$ cat src/rtl/pa2_seq_src.sv
// -----------------------------------------------------------------------------
// pa2_seq_src
//
// Stimulus source for a pa2_fsm matcher. On an accepted start it streams `len`
// beats of a chosen pattern (latched num, its complement, or LFSR bits) on
// valid/seq. It counts how many beats equal num, then watches the matcher's
// hit output for a fixed window. Hit is expected high for the first exp_cnt
// window cycles and low afterwards. The verdict is reported on
// pass/err_code with a one-cycle done pulse.
//
// Handshake: valid/seq is a push-only stream with no ready. A beat is
// transferred on every rising edge where valid=1, and the downstream matcher
// must accept it. seq is forced to 0 whenever valid=0.
//
// Parameters
//   CHK_WIN   hit-check window length in cycles (>= 16)
//   SEED      LFSR reset value (nonzero)
//
// Ports
//   clock      single clock, rising edge
//   reset      asynchronous, active-low
//   start      begin a sequence (sampled only in IDLE)
//   len[3:0]   number of beats to send (0-15)
//   mode[1:0]  00 RAND, 01 MATCH, 10 NO_MATCH, 11 RAND
//   num[3:0]   target value presented to the matcher
//   hit        hit output of the matcher under drive
//   valid      beat valid
//   seq[3:0]   beat value
//   busy       high in SEND, CHECK and DONE
//   done       one-cycle completion pulse
//   pass       result of the last sequence, held until the next start
//   err_code   00 none, 01 spurious hit, 10 missing hit
//   exp_cnt    matching beats sent in the current/last sequence
//   state_dbg  current FSM state (0 IDLE, 1 SEND, 2 CHECK, 3 DONE)
// -----------------------------------------------------------------------------
module pa2_seq_src #(
   parameter int         CHK_WIN = 16,
   parameter logic [7:0] SEED    = 8'hA5
) (
   input  logic       clock,
   input  logic       reset,
   input  logic       start,
   input  logic [3:0] len,
   input  logic [1:0] mode,
   input  logic [3:0] num,
   input  logic       hit,
   output logic       valid,
   output logic [3:0] seq,
   output logic       busy,
   output logic       done,
   output logic       pass,
   output logic [1:0] err_code,
   output logic [3:0] exp_cnt,
   output logic [1:0] state_dbg
);

   localparam int KW = $clog2(CHK_WIN);

   typedef enum logic [1:0] {
      IDLE  = 2'd0,
      SEND  = 2'd1,
      CHECK = 2'd2,
      DONE  = 2'd3
   } state_t;

   state_t state, state_nx;

   // Registered datapath state
   logic [3:0]    len_q, num_q, beat_cnt;
   logic [1:0]    mode_q;
   logic [KW-1:0] k_cnt;
   logic [7:0]    lfsr;
   logic          serr;           // spurious hit seen during SEND

   // Next values of registered signals
   logic [3:0]    len_d, num_d, beat_d, seq_d, exp_d;
   logic [1:0]    mode_d, err_d;
   logic [KW-1:0] k_d;
   logic [7:0]    lfsr_d;
   logic          serr_d, valid_d, busy_d, done_d, pass_d;

   // Combinational helpers
   logic [1:0] cur_mode;
   logic [3:0] cur_num, beat_val, beat_base, exp_base;
   logic [7:0] lfsr_step;
   logic       cur_rand, accept, issue_beat, more_beats;
   logic       hit_exp, chk_miss, chk_last;

   // In IDLE the first beat is built from the live inputs because it is
   // registered on the same edge that accepts start; later beats use the
   // latched copies.
   always_comb begin
      cur_mode = (state == IDLE) ? mode : mode_q;
      cur_num  = (state == IDLE) ? num  : num_q;
      cur_rand = (cur_mode == 2'b00) || (cur_mode == 2'b11);
      case (cur_mode)
         2'b01:   beat_val = cur_num;
         2'b10:   beat_val = ~cur_num;
         default: beat_val = lfsr[3:0];
      endcase
   end

   // Fibonacci LFSR, x^8 + x^6 + x^5 + x^4 + 1, shifting toward the MSB
   assign lfsr_step = {lfsr[6:0], lfsr[7] ^ lfsr[5] ^ lfsr[4] ^ lfsr[3]};

   assign accept     = (state == IDLE) && start;
   assign more_beats = (beat_cnt != len_q);
   assign issue_beat = (accept && (len != 4'd0)) || ((state == SEND) && more_beats);

   // Window cycle k expects hit while k < exp_cnt (KW >= 4 since CHK_WIN >= 16)
   assign hit_exp  = ({1'b0, k_cnt} < {{(KW-3){1'b0}}, exp_cnt});
   assign chk_miss = (state == CHECK) && (hit != hit_exp);
   assign chk_last = (k_cnt == KW'(CHK_WIN - 1));

   // ---------------------------------------------------------------- state reg
   always_ff @(posedge clock or negedge reset) begin
      if (!reset) state <= IDLE;
      else        state <= state_nx;
   end

   // --------------------------------------------------------------- next state
   always_comb begin
      state_nx = state;
      case (state)
         IDLE:  if (start) state_nx = (len == 4'd0) ? DONE : SEND;
         // A spurious hit, even one in the last beat, skips the window
         SEND:  if (!more_beats) state_nx = (serr || hit) ? DONE : CHECK;
         CHECK: if (chk_miss || chk_last) state_nx = DONE;
         DONE:  state_nx = IDLE;
         default: state_nx = IDLE;
      endcase
   end

   // ----------------------------------------------------- output / datapath comb
   always_comb begin
      valid_d   = 1'b0;
      seq_d     = 4'd0;
      busy_d    = (state_nx != IDLE);
      done_d    = (state_nx == DONE);
      pass_d    = pass;
      err_d     = err_code;
      exp_d     = exp_cnt;
      lfsr_d    = lfsr;
      beat_d    = beat_cnt;
      serr_d    = serr;
      len_d     = len_q;
      mode_d    = mode_q;
      num_d     = num_q;
      beat_base = beat_cnt;
      exp_base  = exp_cnt;
      k_d       = '0;

      if (accept) begin
         len_d     = len;
         mode_d    = mode;
         num_d     = num;
         exp_d     = 4'd0;
         err_d     = 2'b00;
         pass_d    = 1'b1;
         serr_d    = 1'b0;
         beat_d    = 4'd0;
         beat_base = 4'd0;
         exp_base  = 4'd0;
      end

      if (issue_beat) begin
         valid_d = 1'b1;
         seq_d   = beat_val;
         beat_d  = beat_base + 4'd1;
         exp_d   = exp_base + {3'b000, (beat_val == cur_num)};
         if (cur_rand) lfsr_d = lfsr_step;
      end

      if ((state == SEND) && hit) begin
         serr_d = 1'b1;
         err_d  = 2'b01;
         pass_d = 1'b0;
      end

      // k is held at 0 outside CHECK, so entry into CHECK always starts at k=0
      if (state == CHECK) k_d = k_cnt + KW'(1);

      if (chk_miss) begin
         pass_d = 1'b0;
         err_d  = hit ? 2'b01 : 2'b10;
      end
   end

   // ---------------------------------------------------------- output registers
   always_ff @(posedge clock or negedge reset) begin
      if (!reset) begin
         valid    <= 1'b0;
         seq      <= 4'd0;
         busy     <= 1'b0;
         done     <= 1'b0;
         pass     <= 1'b0;
         err_code <= 2'b00;
         exp_cnt  <= 4'd0;
         lfsr     <= SEED;
         len_q    <= 4'd0;
         mode_q   <= 2'b00;
         num_q    <= 4'd0;
         beat_cnt <= 4'd0;
         k_cnt    <= '0;
         serr     <= 1'b0;
      end else begin
         valid    <= valid_d;
         seq      <= seq_d;
         busy     <= busy_d;
         done     <= done_d;
         pass     <= pass_d;
         err_code <= err_d;
         exp_cnt  <= exp_d;
         lfsr     <= lfsr_d;
         len_q    <= len_d;
         mode_q   <= mode_d;
         num_q    <= num_d;
         beat_cnt <= beat_d;
         k_cnt    <= k_d;
         serr     <= serr_d;
      end
   end

   assign state_dbg = state;

endmodule
$ cat config.mk
export PLATFORM = sky130hd
export DESIGN_NAME = pa2_seq_src
export DESIGN_NICKNAME = d
export VERILOG_FILES = /design/src/rtl/pa2_seq_src.sv
export SDC_FILE = /design/constraint.sdc
export NUM_CORES = 1
export LEC_CHECK = 0
export ABC_AREA = 1
export BUFFER_PORTS_ARGS = -buffer_cell sky130_fd_sc_hd__buf_2
export CORE_MARGIN = 3
export CORE_UTILIZATION = 60
export DETAILED_ROUTE_END_ITERATION = 16
export GPL_TIMING_DRIVEN = 0
export PLACE_DENSITY = 0.94
export SETUP_SLACK_MARGIN = 0.15
export SLEW_MARGIN = 40
export SYNTH_ARGS = -nofsm -noshare
export SYNTH_HDL_FRONTEND = slang
export SYNTH_SLANG_ARGS = --single-unit
$ cat constraint.sdc
create_clock -name clock -period 4.4 [get_ports clock]
set_clock_uncertainty 0.2 [all_clocks]
set_input_delay 0.44 -clock clock [delete_from_list [all_inputs] [get_ports clock]]
set_output_delay 0.44 -clock clock [all_outputs]
set_load 0.1 [all_outputs]
== Yosys cells after proc, flatten, opt, wreduce, memory -nomap -nowiden ==
Cells that the tools add are included.
Cells by class
  multiplexer cells: 25
  reductions and logical operators: 17
  magnitude comparators: 1
  $add $sub $neg: 3
  equality and inequality tests: 11
  bitwise operators: 4
Operators by type and width (count)
  2-to-1 mux 4 bit: 7
  2-to-1 mux 2 bit: 9
  equality test 2 bit, second input constant: 5
  adder 4 x 1 -> 4 bit, second input constant: 2
  case mux 2 bit (4 select lines): 1
  case mux 4 bit (2 select lines): 1
  2-to-1 mux 1 bit: 7
  logical AND 1 bit: 5
  adder 4 x 1 -> 4 bit: 1
  equality test 2 x 1 -> 1 bit, second input constant: 2
  equality test 4 bit: 1
  equality test 4 bit, second input constant: 1
  zero test 2 bit: 2
  zero test 4 bit: 1
  logical OR 1 bit: 4
  < comparator 4 bit: 1
  inequality test 4 bit: 1
  NOT 4 bit: 1
  nonzero test 2 bit: 2
  nonzero test 4 bit: 1
  nonzero test 3 bit: 1
  XOR 1 bit: 3
  AND reduction 2 bit: 1
  inequality test 1 bit: 1
Word-level totals
  input bits: 14
  bits in registers: 43
  logic and storage cells: 76

== Depth between registers and ports, before layout ==
Gate-level depths: netlist of run 1.
  word-level depth: 7
  mapped depth: 19
  depth with buffers taken out: 18

== Least setup slack after synthesis of run 1 ==
Ideal clock, no wire load.
  path type: flip-flop to flip-flop
  from: register state[0] (netlist: state_dbg[0])
  to: register exp_cnt[3]
  cell stages (with the launch flop): 18
  setup time: 0.125 ns
  period minus slack after synthesis: 3.292 ns
  setup slack: 1.108 ns
  required time: 4.075 ns
  arrival: 2.967 ns
  buffers on the path: 2
  cell sequence: dfrtp_1 nor2_4 buf_6 nand2_1 o21ai_0 ha_1 clkbuf_1 nand2_1 nand3_1 nand2_1 inv_1 nand2_1 nor2_1 ha_1 nand2_1 nor2_1 nand2_1 xor2_1
On the way
  cells in the longest elaborated chain, start to end: 7
Ends and longest elaborated chain
  start: declaration: line 66  | state_t state, state_nx;
  start signal: assignment: line 118  | else state <= state_nx;
  zero test 2 bit: line 93, 94, 106
  2-to-1 mux 2 bit / 2-to-1 mux 4 bit (equally long branches): line 93, 94
  equality test 2 bit (tied with other cells): line 96  | case (cur_mode)
  case mux 4 bit (2 select lines): line 96
  equality test 4 bit: line 170  | exp_d = exp_base + {3'b000, (beat_val == cur_num)};
  adder 4 x 1 -> 4 bit: line 170
  2-to-1 mux 4 bit (*): line 166  | if (issue_beat) begin
  named net exp_d[3]: line 76  | logic [3:0] len_d, num_d, beat_d, seq_d, exp_d;
  end signal: assignment: line 213  | exp_cnt <= exp_d;
  end: declaration: line 53  | output logic [3:0] exp_cnt,
Mark *: on every way through the listed nets, which the timed path passes. The rest lies on a longest branch.
A chain may end at the register's enable or synchronous reset.

== Worst setup path after layout of run 1 ==
  from: register state[0] (netlist: state_dbg[0])
  to: register exp_cnt[1]
Same word-level chain as after synthesis.

==> summary.md, run 1 <==
| Metric | Value |
|---|---|
| Routed WL per cell | 12.2 um |
| Worst path slowest cell | dfrtp_1 |
| Hold slack | 0.187 ns |
| Clock sinks | 43 |
| Critical-path cell list | nor2_4 -> buf_6 -> o21ai_0 -> ha_1 -> clkbuf_1 -> nand2_1 -> nand3_1 -> nand2_1 -> nand2_1 -> nor2_1 -> ha_1 -> ha_1 -> nand2_1 -> nand2_1 |
| Initial Utilization | 64.6% |
| Largest net degree at the start of global routing | 44 |
| Commonest non-fill, non-tap cell in the layout | nand2_1 |
| Final period util | 70.9% |
| Crit Path Max Fanout | 10 |
| Num CTS Buffers | 5 |
| Nets | 376 |
| I/O pin cnt | 30 |
| Buf+Inv Stages, Crit Path | 2 |
| Area added between synthesis and finish | 12.1% |
| Setup bufs post-CTS | 0 |
| Via-per-instance ratio | 5.14 |
| Worst EP arrival | 3.11 ns |
| Resized cells post-CTS | 0 |
| Number of synthesized register bits | 43 |
| Worst slew pin tran | 0.547 ns |
| CTS clk-pin slew, worst paths | 0.08 ns |
| Initial DRT Pass Iterations | 5 |
| Most used routing layer | met2 |
| M2 GR Usage | 34.0% |
| Via count | 2068 |
| Most frequent cells in the layout | nand2_1, inv_1, dfrtp_1, nand3_1, buf_2 |
| TNS Setup | 0 ns |
| LEAKAGE | 1.49 nW |
| CTS tree | built |
| Final Wtd Congestion | 0.853 |
| First-pass GRT wire length | 8620 um |
| Largest stage delay, worst path | 0.45 ns |
| Post-detail-place hpwl | 3490 um |
| Worst skew pair latency | 0.30 ns |
| Worst Setup Start Kind | flop |
| Yosys cell types | 26 |
| Max_slew headroom | 63.5% |
| Outcome | complete, no violations |
| Full die area | 4890 um^2 |
| Total gr overflow | 0 |
| Initial antenna violation count | 0 |
| DRT Wirelength | 4900 um |
| Sequential fraction of the synthesis area | 44.1% |
| Achievable clock frequency | 320 MHz |
| Drt drc | 0 |
| DRT iter0 DRCs | 227 |
| Filler cells | 285 |
| Peak supply drop | 416 uV |
| Pwr/cell area | 817 nW/um^2 |
| Worst path required time | 4.39 ns |
| Final core occ | 72.4% |
| Met3 usage | 4.75% |
| Final hold vios | 0 |
| Number of global-route vias before repair | 1942 |
| RSZ-0062 raised after global routing | false |
| Num rows | 22 |
| Syn avg cell area | 7.76 um^2 |
| Crit-path most repeated cell | nand2_1 |
| Register area | 1080 um^2 |
| Synth Cell Area | 2450 um^2 |
| Met1 global-route usage | 29.1% |
| Worst min path class | in -> reg |
| Max-cap violations | 0 |
| H-tree Lvls | 2 |
| Overall Global Routing Usage | 21.5% |
| Syn. warnings | 0 |
| Syn nets | 339 |
| Clock Path Buffers | 2 |
| Die Wd | 69.9 um |
| Multi-input logic area | 1130 um^2 |
| Crit. End Element | flop |
| Number of port buffers | 29 |
| # hold bufs at CTS | 1 |
| Root Driver | clkbuf_8 |
| Delay-heaviest family, CP | adder cells |
| Antenna diode count | 0 |
| Min Tclk post-route | 3.12 ns |
| Crit path kind | reg -> reg |
| Core area | 3800 um^2 |
| Post-Synthesis Cells | 316 |
| Final Max Slew Viols | 0 |
| Routed Antenna Nets | 0 |
| Die H | 69.9 um |
| Layout cells sized above 1 | 19.2% |
| Endpoints failing setup | 0 |
==> area by class of cell <==
class / count / area share [%]
multi-input cells: 217 / 41.2
flip-flops and latches: 43 / 39.3
inverters: 50 / 6.91
repair buffers: 30 / 5.73
clock buffers: 8 / 2.91
well taps: 48 / 2.18
plain buffers: 6 / 1.77
==> Yosys cell counts, drive strengths merged <==
library cell	n	area (um^2)
nor3	1	5.00
clkbuf	3	11.3
nand2	116	495
nand3	31	160
o21ai	21	124
nand4	3	18.8
xnor2	4	35.0
dfstp	4	105
dfrtp	39	976
a21oi	5	25.0
nor2	19	81.3
nand3b	1	7.51
inv	50	190
ha	9	113
buf	3	37.5
xor2	7	68.8
==> worst register-to-register path, cell delays in order, from the launching register on <==
cell	delay, ns
dfrtp_1	0.45
nor2_4	0.20
buf_6	0.17
o21ai_0	0.13
ha_1	0.43
clkbuf_1	0.37
nand2_1	0.15
nand3_1	0.12
nand2_1	0.05
nand2_1	0.06
nor2_1	0.06
ha_1	0.23
ha_1	0.29
nand2_1	0.07
nand2_1	0.05
==> through the flow <==
| step | instances | total power, mW | setup slack, ns | area (um^2) |
|---|---|---|---|---|
| global placement | 393 | 1.94 | 1.37 | 2660 |
| finish | 402 | 2.25 | 1.28 | 2750 |
| global route | 402 | 2.43 | 0.999 | 2750 |
| CTS | 402 | 2.24 | 1.30 | 2750 |
| floorplan | 316 | 1.73 | 1.11 | 2450 |
| detailed placement | 393 | 1.98 | 1.30 | 2660 |
==> path summary, 6_finish.rpt <==
path | start | end | slack (ns) | cells past startpoint
min reg2reg | lfsr[7]$_DFFE_PN1P_ | lfsr[7]$_DFFE_PN1P_ | 0.27 | 2
max | state_dbg[0]$_DFF_PN0_ | exp_cnt[1]$_DFF_PN0_ | 1.28 | 14
min | mode[0] | mode_q[0]$_DFFE_PN0P_ | 0.19 | 3
max reg2reg | state_dbg[0]$_DFF_PN0_ | exp_cnt[1]$_DFF_PN0_ | 1.28 | 14
min in group asynchronous | reset | seq[2]$_DFF_PN0_ | 0.46 | 2
max in group asynchronous | reset | lfsr[5]$_DFFE_PN1P_ | 3.14 | 2
==> report_power, final <==
group / internal (mW) / switching (mW)
clock: 0.113 / 0.130
sequential: 0.509 / 0.0689
combinational: 0.413 / 1.01
==> sequential cells by signal, summed over array words and instances, names as in the netlist <==
signal,count
k_cnt,4
done,1
err_code,2
exp_cnt,4
num_q,4
valid,1
state_dbg,2
beat_cnt,4
seq,4
pass,1
mode_q,2
len_q,4
lfsr,8
busy,1
serr,1
==> per-layer routing <==
| metal | wire (um) | part of all wire [%] | vias up |
|---|---|---|---|
| li1 | - | - | 1046 |
| met1 | 2300 | 47 | 953 |
| met2 | 2240 | 46 | 58 |
| met3 | 258 | 5.3 | 11 |
| met4 | 102 | 2.1 | 0 |
| met5 | 0 | 0 | - |
==> logic make-up after synthesis <==
| kind of cell | after synthesis | share of synthesized area (%) |
|---|---|---|
| AOI/OAI and AO/OA | 26 | 6.07 |
| xor gates and xnor gates | 11 | 4.23 |
| adders and majority gates | 9 | 4.59 |
| buffers and inverters | 56 | 9.74 |
| DFF | 43 | 44.1 |
| and+or+nand+nor | 171 | 31.3 |
No activity file was read; power rests on OpenSTA's default activity.
==> inputs of run 2 (changes only) <==
Settings changed: CORE_UTILIZATION 60 to 52, PLACE_DENSITY 0.94 to 0.87.
Clock period 4.4 ns to 2.7 ns, I/O delays scaled along.
==> run 2 against run 1 <==
  * Via count rose by 5.1%
  * Final area rose by 12%
  * Global-route usage fell by 0.57 points
  * Sequential share of layout area fell by 3.9 points
  * First-iteration DRC count fell by 20%
  * Non-clock buffer count rose by 8
  * Utilization fell by 3.3 points
  * Fmax rose by 18%
  * Worst setup slack got worse by 1.2 ns
  * Critical path type unchanged
==> summary.md, run 2 (same netlist as run 1, synthesis figures left out) <==
| Metric | Value |
|---|---|
| Worst path slowest cell | dfrtp_4 |
| Most flop-heavy register | lfsr |
| CTS clk-pin slew, worst paths | 0.09 ns (about the same) |
| Overall Global Routing Usage | 21.0% (-0.57 points) |
| Full die area | 5580 um^2 (+14%) |
| Final Cell Area | 3070 um^2 (+12%) |
| Post-detail-place hpwl | 3740 um (+7.2%) |
| Worst slew pin tran | 0.534 ns (-0.0136 ns) |
| Crit Path Max Fanout | 8 (-2) |
| Num rows | 24 (+9.1%) |
| Worst min path class | in -> reg |
| Routed Antenna Nets | 0 (unchanged) |
| Final period util | 98.1% (+27 points) |
| Most frequent cells in the layout | nand2_1, inv_1, dfrtp_1, buf_2, nand3_1 |
| Via-per-instance ratio | 5.25 (+2.1%) |
| First-pass GRT wire length | 9000 um (+4.5%) |
| Setup WS pre-CTS | -0.159 ns (-1.46 ns) |
| CTS tree | built |
| Area after DPL | 2760 um^2 (+3.6%) |
| Die H | 74.7 um (+6.8%) |
| Commonest non-fill, non-tap cell in the layout | nand2_1 |
| Min Tclk post-route | 2.65 ns (-0.473 ns) |
| Worst Setup Start Kind | flop |
| Area added between synthesis and finish | 25.3% |
| Initial DRT Pass Iterations | 4 (-1) |
| Layout cells sized above 1 | 32.3% (+13 points) |
| Drt drc | 0 (unchanged) |
| Clock Path Buffers | 2 (unchanged) |
| Multi-input logic area | 1330 um^2 (+17%) |
| Largest stage delay, worst path | 0.51 ns (+0.06 ns) |
| Number of global-route vias before repair | 2066 (+6.4%) |
| Largest net degree at the start of global routing | 44 (unchanged) |
| Total gr overflow | 0 (unchanged) |
| Core area | 4440 um^2 (+17%) |
| Outcome | complete, no violations |
| Max_slew headroom | 64.4% (+0.91 points) |
| Register area | 1090 um^2 (+0.69%) |
| Achievable clock frequency | 378 MHz (+18%) |
| Max-cap violations | 0 (unchanged) |
| Crit. End Element | flop |
| Final hold vios | 0 (unchanged) |
| H-tree Lvls | 2 (unchanged) |
| Nets | 384 (+2.1%) |
| Via count | 2174 (+5.1%) |
| Num CTS Buffers | 5 (unchanged) |
| Root Driver | clkbuf_8 |
| Final WS setup | 0.0519 ns (-1.23 ns) |
| Crit path kind | reg -> reg |
| Final Wtd Congestion | 0.879 (+3.0%) |
| Worst EP arrival | 2.64 ns (-0.47 ns) |
| I/O pin cnt | 30 (unchanged) |
| Number of port buffers | 29 (unchanged) |
| Max reg flops | 8 (unchanged) |
| Initial Utilization | 55.2% (-9.4 points) |
| Crit-path most repeated cell | nand2_2 |
| Clock sinks | 43 (unchanged) |
| Die Wd | 74.7 um (+6.8%) |
| Antenna diode count | 0 (unchanged) |
| Endpoints failing setup | 0 (unchanged) |
| Worst skew pair latency | 0.30 ns (about the same) |
| Worst path required time | 2.70 ns (-1.69 ns) |
| Initial antenna violation count | 0 (unchanged) |
| RSZ-0062 raised after global routing | true |
| Final Max Slew Viols | 0 (unchanged) |
| Routed WL per cell | 13.6 um (+11%) |
| Critical-path cell list | nor2_4 -> buf_12 -> nand2_4 -> o21ai_4 -> ha_4 -> inv_8 -> nand3_1 -> nand3_1 -> nand2_2 -> inv_2 -> nand2_2 -> nor2_4 -> ha_4 -> nand2_2 -> nor2_1 -> nand2_1 -> xor2_1 |
| DRT Wirelength | 5630 um (+15%) |
| Filler cells | 329 (+15%) |
| DRT iter0 DRCs | 181 (-20%) |
[run 2: cell count changes in the layout (fill, tap and decap cells not counted), sizes merged]
cell      before  now
clkbuf        11    8
clkinvlp       0    2
buf           32   40
inv           50   51
[run 2: timing repair]
action,4_1_cts,5_1_grt
setup buffers,6,2
pin swaps,7,12
setup endpoints to repair,4,3
hold endpoints to repair,39,0
hold buffers,1,0
resized for setup,23,14
[run 2: cell type report]
| type | instances | area share [%] |
|---|---|---|
| multi-input combinational | 217 | 43.3 |
| buffer | 6 | 2.56 |
| timing repair buffer | 38 | 7.08 |
| clock buffer | 5 | 2.24 |
| sequential | 43 | 35.4 |
| inverter | 50 | 6.51 |
| clock inverter | 3 | 0.773 |
| tap | 52 | 2.12 |
[run 2: worst max-delay path: cells and delay by family, from the launching register on]
family	cells	cell delay (ns)
flops	1	0.51
fa+ha+maj	2	0.43
buf+inv	3	0.28
compound gates	1	0.08
xor+xnor	1	0.13
simple gates	10	0.92
[run 2: metal layers]
layer  up-vias  routed length [um]  global-route usage [%]
met2        73                2780                    36.4
li1       1067                   -                       -
met1      1020                2440                    26.6
met5         -                   0                       0
met4         0                 145                    6.52
met3        14                 264                    3.87
[run 2: final timing paths]
check,end,depth (start not counted),slack (ns),start
max,exp_cnt[3]$_DFF_PN0_,17,0.05,state_dbg[1]$_DFF_PN0_
min,err_code[1]$_DFFE_PN0P_,2,0.03,hit
max reg2reg,exp_cnt[3]$_DFF_PN0_,17,0.05,state_dbg[1]$_DFF_PN0_
min reg2reg,lfsr[7]$_DFFE_PN1P_,2,0.27,lfsr[7]$_DFFE_PN1P_
max in group asynchronous,state_dbg[0]$_DFF_PN0_,2,1.60,reset
min in group asynchronous,seq[1]$_DFF_PN0_,2,0.29,reset
[run 2: metrics by stage]
| stage | setup TNS [ns] | instances | hold WS [ns] | util, % |
|---|---|---|---|---|
| after detailed placement | -0.472 | 397 | 0.0935 | 62.0 |
| after global placement | -0.301 | 397 | 0.255 | 62.0 |
| after floorplan | -0.0189 | 316 | -0.226 | - |
| after CTS | 0 | 412 | 0.0311 | 67.8 |
| after global routing | -0.0754 | 414 | 0.0433 | 69.2 |
| final | 0 | 414 | 0.0295 | 69.2 |
Power of run 2 is left out: the tool's default activity adds up to more than one toggle a clock period on the data nets, which glitch-free logic cannot reach.
